### config.mk
export PLATFORM = sky130hd
export DESIGN_NAME = frame_commit_buffer
export DESIGN_NICKNAME = d
export VERILOG_FILES = /design/src/rtl/frame_commit_pkg.sv /design/src/rtl/fcb_ram.sv /design/src/rtl/frame_commit_buffer.sv
export SDC_FILE = /design/constraint.sdc
export NUM_CORES = 1
export LEC_CHECK = 0
export BUFFER_PORTS_ARGS = -buffer_cell sky130_fd_sc_hd__buf_4
export CAP_MARGIN = 20
export CORE_ASPECT_RATIO = 1.1
export CORE_UTILIZATION = 61
export CTS_BUF_LIST = sky130_fd_sc_hd__clkbuf_8 sky130_fd_sc_hd__clkbuf_16
export DETAILED_ROUTE_END_ITERATION = 7
export PLACE_DENSITY = 0.79
export SLEW_MARGIN = 20
export SYNTH_ARGS = -nofsm -noshare
export SYNTH_HDL_FRONTEND = slang
export SYNTH_HIERARCHICAL = 1
export SYNTH_SLANG_ARGS = --single-unit
### constraint.sdc
create_clock -name clk -period 7 [get_ports clk]
set_input_delay 1.4 -clock clk [delete_from_list [all_inputs] [get_ports clk]]
set_output_delay 1.4 -clock clk [all_outputs]
set_load 0.01 [all_outputs]
### src/rtl/frame_commit_pkg.sv
// Shared types and field slices for the frame commit buffer.
// Word layout: [31:16] bus address, [15:0] write data.
package frame_commit_pkg;

  typedef enum logic [1:0] {
    IDLE    = 2'd0,
    FILL    = 2'd1,
    OVERRUN = 2'd2
  } wr_state_t;

  localparam int ADDR_HI = 31;
  localparam int ADDR_LO = 16;
  localparam int DATA_HI = 15;
  localparam int DATA_LO = 0;

endpackage

### src/rtl/fcb_ram.sv
// Simple dual-port DEPTH x 32 RAM, one write port, one registered read port.
// The read register holds its value when no read is requested.
module fcb_ram #(
  parameter int DEPTH = 16,
  parameter int AW    = $clog2(DEPTH)
) (
  input  logic          clk,
  input  logic          rstn,
  input  logic          i_we,
  input  logic [AW-1:0] i_waddr,
  input  logic [31:0]   i_wdata,
  input  logic          i_re,
  input  logic [AW-1:0] i_raddr,
  output logic [31:0]   o_rdata
);

  logic [31:0] r_mem [DEPTH];

  always_ff @(posedge clk) begin
    if (i_we) r_mem[i_waddr] <= i_wdata;
  end

  always_ff @(posedge clk or negedge rstn) begin
    if (!rstn)     o_rdata <= '0;
    else if (i_re) o_rdata <= r_mem[i_raddr];
  end

endmodule

### src/rtl/frame_commit_buffer.sv
// Holds each frame's words until its FCS verdict; releases good frames
// as paced bus writes and rolls back bad or overrun frames.
module frame_commit_buffer
  import frame_commit_pkg::*;
#(
  parameter int DEPTH = 16,
  parameter int GAP   = 0,
  parameter int CNT_W = 8
) (
  input  logic             clk,
  input  logic             rstn,
  input  logic             axiiv,
  input  logic [31:0]      axiid,
  input  logic             fcs_done,
  input  logic             fcs_kill,
  output logic [15:0]      bus_addr,
  output logic [15:0]      bus_wdata,
  output logic             bus_rw,
  output logic             bus_valid,
  output logic             overflow,
  output logic [CNT_W-1:0] drop_count
);

  localparam int AW = $clog2(DEPTH);
  localparam int PW = AW + 1;
  localparam int GW = (GAP > 0) ? $clog2(GAP + 1) : 1;

  logic [PW-1:0]    r_wr_ptr;
  logic [PW-1:0]    r_cmt_ptr;
  logic [PW-1:0]    r_rd_ptr;
  wr_state_t        r_state;
  logic [GW-1:0]    r_gap;
  logic             r_valid;
  logic             r_overflow;
  logic [CNT_W-1:0] r_drop;

  logic          w_full;
  logic          w_ovr;
  logic          w_hit_full;
  logic          w_kill;
  logic          w_commit;
  logic          w_wr_en;
  logic          w_rd_en;
  logic [PW-1:0] w_wr_next;
  logic [31:0]   w_rdata;

  assign w_full     = (r_wr_ptr - r_rd_ptr) == PW'(DEPTH);
  assign w_ovr      = (r_state == OVERRUN);
  assign w_hit_full = axiiv & w_full & ~w_ovr;

  // A frame that lost a word to a full buffer can never commit.
  assign w_kill   = fcs_kill | (fcs_done & (w_ovr | w_hit_full));
  assign w_commit = fcs_done & ~w_kill;

  assign w_wr_en   = axiiv & ~w_full & ~w_ovr & ~w_kill;
  assign w_wr_next = r_wr_ptr + PW'(w_wr_en);

  assign w_rd_en = (r_rd_ptr != r_cmt_ptr) & (r_gap == '0);

  always_ff @(posedge clk or negedge rstn) begin
    if (!rstn) begin
      r_state   <= IDLE;
      r_wr_ptr  <= '0;
      r_cmt_ptr <= '0;
      r_drop    <= '0;
    end else if (w_kill) begin
      r_state  <= IDLE;
      r_wr_ptr <= r_cmt_ptr;
      if (r_drop != '1) r_drop <= r_drop + 1'b1;
    end else if (w_commit) begin
      r_state   <= IDLE;
      r_wr_ptr  <= w_wr_next;
      r_cmt_ptr <= w_wr_next;
    end else begin
      unique case (r_state)
        IDLE, FILL: begin
          r_wr_ptr <= w_wr_next;
          if (w_hit_full)   r_state <= OVERRUN;
          else if (w_wr_en) r_state <= FILL;
        end
        OVERRUN: r_state <= OVERRUN;
        default: r_state <= IDLE;
      endcase
    end
  end

  always_ff @(posedge clk or negedge rstn) begin
    if (!rstn)           r_overflow <= 1'b0;
    else if (w_hit_full) r_overflow <= 1'b1;
  end

  // Pacing: a strobe reloads the gap counter, idle cycles drain it.
  always_ff @(posedge clk or negedge rstn) begin
    if (!rstn) begin
      r_rd_ptr <= '0;
      r_gap    <= '0;
      r_valid  <= 1'b0;
    end else begin
      r_valid <= w_rd_en;
      if (w_rd_en) begin
        r_rd_ptr <= r_rd_ptr + 1'b1;
        r_gap    <= GW'(GAP);
      end else if (r_gap != '0) begin
        r_gap <= r_gap - 1'b1;
      end
    end
  end

  fcb_ram #(
    .DEPTH (DEPTH),
    .AW    (AW)
  ) u_ram (
    .clk     (clk),
    .rstn    (rstn),
    .i_we    (w_wr_en),
    .i_waddr (r_wr_ptr[AW-1:0]),
    .i_wdata (axiid),
    .i_re    (w_rd_en),
    .i_raddr (r_rd_ptr[AW-1:0]),
    .o_rdata (w_rdata)
  );

  assign bus_addr   = w_rdata[ADDR_HI:ADDR_LO];
  assign bus_wdata  = w_rdata[DATA_HI:DATA_LO];
  assign bus_rw     = 1'b1;
  assign bus_valid  = r_valid;
  assign overflow   = r_overflow;
  assign drop_count = r_drop;

endmodule
# [After elaboration in Yosys (flattened, before gate mapping)]
# Memory sizes are Yosys's and may differ from the RTL's. A register that Yosys moved wholly into a read port is not among the register bits.
# Cells that the tools add are included.
[op_classes] n_addsub=5 eq_ne=6 n_mux=12 bitwise=14 reduce_logical=6
[op_table] op="two-way mux 5 bit" count=3
[op_table] op="adder 8 x 1 -> 8 bit, second input constant" count=1
[op_table] op="bitwise AND 1 bit" count=8
[op_table] op="two-way mux 2 bit" count=4
[op_table] op="inequality test 8 bit, second input constant" count=1
[op_table] op="adder 5 x 1 -> 5 bit" count=1
[op_table] op="adder 5 x 1 -> 5 bit, second input constant" count=1
[op_table] op="== test 5 bit, second input constant" count=1
[op_table] op="inequality test 5 bit" count=1
[op_table] op="inequality test 5 bit, second input constant" count=1
[op_table] op="subtractor 5 bit" count=1
[op_table] op="two-way mux 1 bit" count=4
[op_table] op="inverter 1 bit" count=4
[op_table] op="case mux 2 bit (2 select lines)" count=1
[op_table] op="AND reduction 2 bit" count=2
[op_table] op="nonzero test 3 bit" count=1
[op_table] op="== test 2 x 1 -> 1 bit, second input constant" count=1
[op_table] op="== test 2 bit, second input constant" count=1
[op_table] op="zero test 2 bit" count=1
[op_table] op="bitwise OR 1 bit" count=2
[op_table] op="OR reduction 2 bit" count=1
[op_table] op="zero test 1 bit" count=1
[op_table] op="subtractor 1 bit, second input constant" count=1
[word_totals] ff_bits=28 ramBits=512 inputBits=37 wordCells=52 mem_count=1
[mem_list] name="u_ram.r_mem" words=16 word_bits=32 rd=1 rd_ports_with_merged_regs=1 wr=1 line="fcb_ram.sv:17" rtl="logic [31:0] r_mem [DEPTH];"

# [Depth between registers and ports, before layout]
[depth] ltp_word=14 ltp_mapped=14 depth_no_buf=14

# [Modules after synthesis]
# The synthesis kept the hierarchy.
[modules_own_cells] module="fcb_ram" instances=1 cells_per_inst=876 area_each_um2=20788.7 seq_area_each_um2=16175.5
[modules_own_cells] module="frame_commit_buffer" instances=1 cells_per_inst=142 area_each_um2=1492.7 seq_area_each_um2=675.6

# [Least setup slack after synthesis]
# No wires, ideal clock.
[synth_path] path_kind="input port to flip-flop" from="input fcs_done" to="memory u_ram.r_mem[0][0] (enable)" setup_time_ps=461 arrival_time_ps=4951 t_required_ps=6539 slack_ps=1588 stages=6 n_path_buf=0 cell_sequence="or2_2 > nand2_1 > o32a_1 > and4b_1 > or3b_2 > nor3_1"
[synth_via] elab_chain_cells=6
[synth_rtl] item="start, declared" line="frame_commit_buffer.sv:14" rtl="input logic fcs_done,"
[synth_rtl] item="bitwise AND 1 bit" line="frame_commit_buffer.sv:52" rtl="assign w_kill = fcs_kill | (fcs_done & (w_ovr | w_hit_full));"
[synth_rtl] item="bitwise OR 1 bit" line="frame_commit_buffer.sv:52"
[synth_rtl] item="inverter 1 bit (no line)"
[synth_rtl] item="bitwise AND 1 bit" line="frame_commit_buffer.sv:55" rtl="assign w_wr_en = axiiv & ~w_full & ~w_ovr & ~w_kill;"
[synth_rtl] item="net w_wr_en" line="frame_commit_buffer.sv:42" rtl="logic w_wr_en;"
[synth_rtl] item="two-way mux 1 bit" line="fcb_ram.sv:20" rtl="if (i_we) r_mem[i_waddr] <= i_wdata;"
[synth_rtl] item="two-way mux 1 bit (not written as such)" line="fcb_ram.sv:20"
[synth_rtl] item="end, declared" line="fcb_ram.sv:17"
# The timed path passes the listed nets, and every way through them passes these cells.

# [Worst setup path after layout]
[layout_path] from="register r_rd_ptr[0]" to="memory u_ram.r_mem[2][26] (enable)"
[layout_via] elab_chain_cells=11 word_cells_on_any_way=14
[layout_rtl] item="start, declared" line="frame_commit_buffer.sv:30" rtl="logic [PW-1:0] r_rd_ptr;"
[layout_rtl] item="start signal, assigned" line="frame_commit_buffer.sv:101" rtl="r_rd_ptr <= r_rd_ptr + 1'b1;"
[layout_rtl] item="subtractor 5 bit (*)" line="frame_commit_buffer.sv:47" rtl="assign w_full = (r_wr_ptr - r_rd_ptr) == PW'(DEPTH);"
[layout_rtl] item="== test 5 bit (*)" line="frame_commit_buffer.sv:47"
[layout_rtl] item="bitwise AND 1 bit (2 in series)" line="frame_commit_buffer.sv:49" rtl="assign w_hit_full = axiiv & w_full & ~w_ovr;"
[layout_rtl] item="bitwise OR 1 bit" line="frame_commit_buffer.sv:52"
[layout_rtl] item="bitwise AND 1 bit" line="frame_commit_buffer.sv:52"
[layout_rtl] item="bitwise OR 1 bit" line="frame_commit_buffer.sv:52"
[layout_rtl] item="inverter 1 bit (no line)"
[layout_rtl] item="bitwise AND 1 bit (*)" line="frame_commit_buffer.sv:55"
[layout_rtl] item="net w_wr_en" line="frame_commit_buffer.sv:42"
[layout_rtl] item="two-way mux 1 bit (*)" line="fcb_ram.sv:20"
[layout_rtl] item="two-way mux 1 bit (not written as such) (*)" line="fcb_ram.sv:20"
# The timed path passes the listed nets; every way through them passes the cells marked *.

==> results.py <==
metrics = {
    "run_status": {
        "status": "completed",
    },
    "clock_tree": {
        "htreeDepth": 2,
        "cts_buffers": 53,
        "clk_pin_slew_ns": 0.06,
        "cts_setup_buffers": 0,
        "cts_tree": "yes",
        "cts_resized": 0,
        "cts_buffer_depth": 3,
        "cts_sinks": 571,
        "clockRootBuffer": "clkbuf_16",
        "hold_buffers": 0,
        "clock_latency_ns": 0.59,
    },
    "die": {
        "die_w_um": 184,
        "coreArea_mm2": 0.0361,
        "ios": 80,
        "core.rowCount": 73,
        "fp.dieH_um": 202,
        "initial_utilization_pct": 61.8,
        "dieArea_mm2": 0.0373,
    },
    "timing": {
        "fin_skew_ns": 0.0238,
        "period_share_pct": 63.5,
        "hold_violations": 0,
        "min_period_ns": 4.45,
        "max-slew-margin-rel_pct": 24.0,
        "setup_viol": 0,
        "finalSetupTns_ns": 0,
        "tightestPinTransition_ns": 1.14,
        "fmax_ghz": 0.225,
        "rsz0062_at_grt": "no",
        "slew_violations": 0,
    },
    "place": {
        "hpwl_um": 23500,
        "placed_cell_area_mm2": 0.0233,
        "port_buffers": 78,
        "gp_congestion": 0.762,
    },
    "global_routing": {
        "grt_pass1_wl_um": 67800,
        "track_usage_pct": 25.1,
        "antenna_found_initial": 0,
        "first_global_vias": 11000,
        "gr-total-overflow": 0,
        "grt_max_degree": 72,
    },
    "yosys": {
        "synth.most_common_cell": "edfxtp_1",
        "synthAdderAreaFrac_pct": 0.449,
        "synth_seq_cells": 571,
        "synthCells": 1018,
        "synth_ff_type": "edfxtp_1",
        "synth_largest_area_cell": "edfxtp_1",
        "synth_area_mm2": 0.0223,
        "ys_seq_area_share_pct": 75.6,
        "synth_area_leaders": "edfxtp_1 69%, mux4_2 12%, dfrtp_1 6.6%",
        "synth-xor-area-share_pct": 0.825,
        "synth_top_family_by_area": "multiplexers",
        "synth_compound_area_share_pct": 3.61,
        "synthMuxAreaShare_pct": 15.0,
        "synth_cell_types": 50,
        "yosysWarnings": 6,
        "yosysTopAreaCellShare_pct": 69.0,
        "syn_nets": 1063,
        "synth_area_per_cell_um2": 21.9,
        "async_flop_share_pct": 10.3,
        "synth_edf_count": 512,
        "yosys.area_share.simple_pct": 2.30,
        "synth_common_cells": "512 x edfxtp_1, 120 x mux4_2, 59 x dfrtp_1",
    },
    "finish": {
        "num_antenna_cells": 0,
        "n_fill_cell": 2074,
        "finalNetCount": 1165,
        "area_growth_pct": 13.2,
        "drive_above_1_share_pct": 31.6,
        "postLayoutCellArea_mm2": 0.0252,
        "post-route-util_pct": 69.9,
    },
    "power": {
        "power.density_mw_per_mm2": 405,
        "swShare_pct": 29.9,
        "p_leak_nw": 8.35,
        "seqPwrFrac_pct": 43.1,
        "power_frac_clock_pct": 28.2,
        "power_frac_comb_pct": 28.7,
        "power_switching_mw": 3.05,
        "vdd_drop_max_uv": 217,
        "power.internal_mw": 7.17,
        "finalPower_mw": 10.2,
    },
    "setup_path": {
        "critPathRequiredTime_ns": 7.19,
        "cp-endpoint": "u_ram/r_mem[2][26]",
        "arrival_ns": 4.63,
        "startpoint_type": "flop",
        "r2r.worst_path.cells": 7,
        "crit_path_max_fanout": 37,
        "r2r-end": "u_ram/r_mem[2][26]",
        "r2r-start": "r_rd_ptr[0]",
        "path_class": "flop to flop",
        "startpoint": "r_rd_ptr[0]",
        "crit_path_end_kind": "flop",
        "reg2reg_slack_ns": 2.55,
    },
    "route": {
        "drt_wl_total_um": 46000,
        "drcViolationCount": 0,
        "dr.pass1.iters": 6,
        "via_count": 10700,
        "drtAntennaViolNets": 0,
        "wl_per_cell_um": 27.9,
        "vias_per_cell": 6.48,
        "drt_iter0_markers": 928,
    },
    "hold_path": {
        "hold_class": "flop to flop",
        "min_from": "overflow",
    },
    "flow_run": {
        "max_cap_viol_count": 0,
    },
}
==> state kept, by name, summed over array words and instances, names as in the netlist <==
name and cells:
r_rd_ptr 5, overflow 1, r_state 2, u_ram/o_rdata 32, r_cmt_ptr 5, drop_count 8
u_ram/r_mem 512, r_wr_ptr 5, bus_valid 1
==> routing by layer <==
metal | GRT usage (%) | share of wire, %
met3 | 3.91 | 6.0
met1 | 33.7 | 39
met2 | 42.0 | 52
met4 | 9.38 | 3.0
met5 | 0 | 0
==> per-stage QoR <==
step	cells	hold slack, ns	worst slack (ns)
global placement	1544	0.463	2.36
finish	1651	0.471	2.55
floorplan	1018	0.487	1.59
detailed placement	1546	0.463	2.32
global route	1651	0.509	2.41
CTS	1645	0.480	2.57
==> area by class of cell <==
type / instances / area [µm²] / share of cell area (%)
Inverter: 6 / 22.5 / 0.0893
Clock buffer: 57 / 1400 / 5.57
Timing Repair Buffer: 100 / 891 / 3.53
Multi-Input combinational cell: 388 / 5070 / 20.1
Tap cell: 487 / 609 / 2.42
Sequential cell: 571 / 16900 / 66.9
Clock inverter: 42 / 350 / 1.39
==> critical path, cell delays in order, from the launching register on <==
cell	delay [ns]
dfrtp_4	0.89
ha_1	0.28
nor3b_1	0.24
xnor2_1	0.19
o32a_1	0.51
and4b_1	0.42
or3b_2	0.61
nor2_4	0.88
==> logic make-up after synthesis <==
group / Yosys count
adder cells (fa/ha/maj): 8
buffers and inverters: 59
AND/OR/NAND/NOR: 107
AO/OA/AOI/OAI: 81
other: 1
flip-flops: 571
XOR/XNOR: 21
multiplexers: 170
==> power groups by stage <==
stage	Combinational, mW	Clock [mW]	Sequential [mW]
2_1_floorplan	2.23	0	4.38
3_3_place_gp	2.83	0	4.45
3_5_place_dp	2.89	0	4.47
4_1_cts	2.92	2.91	4.41
5_1_grt	3.13	3.04	4.45
6_report	2.93	2.88	4.41
==> cell usage in the layout (no fill, tap or decap), types with 10 or more instances in the layout <==
cell,n
nor2_4,12
edfxtp_1,512
mux2i_1,34
xnor2_1,10
mux4_2,120
dfrtp_1,56
o22ai_1,22
nand2_1,10
xor2_1,11
inv_1,22
clkinv_2,10
o22ai_2,10
a221oi_2,23
clkbuf_16,55
nor2_1,44
buf_4,92
==> worst min path at each step <==
stage | endpoint | cells after the start
floorplan | r_state[0] | 1
global placement | overflow | 1
detailed placement | overflow | 1
CTS | overflow | 1
global route | overflow | 1
finish | overflow | 1
No activity file was read; power rests on OpenSTA's default activity.
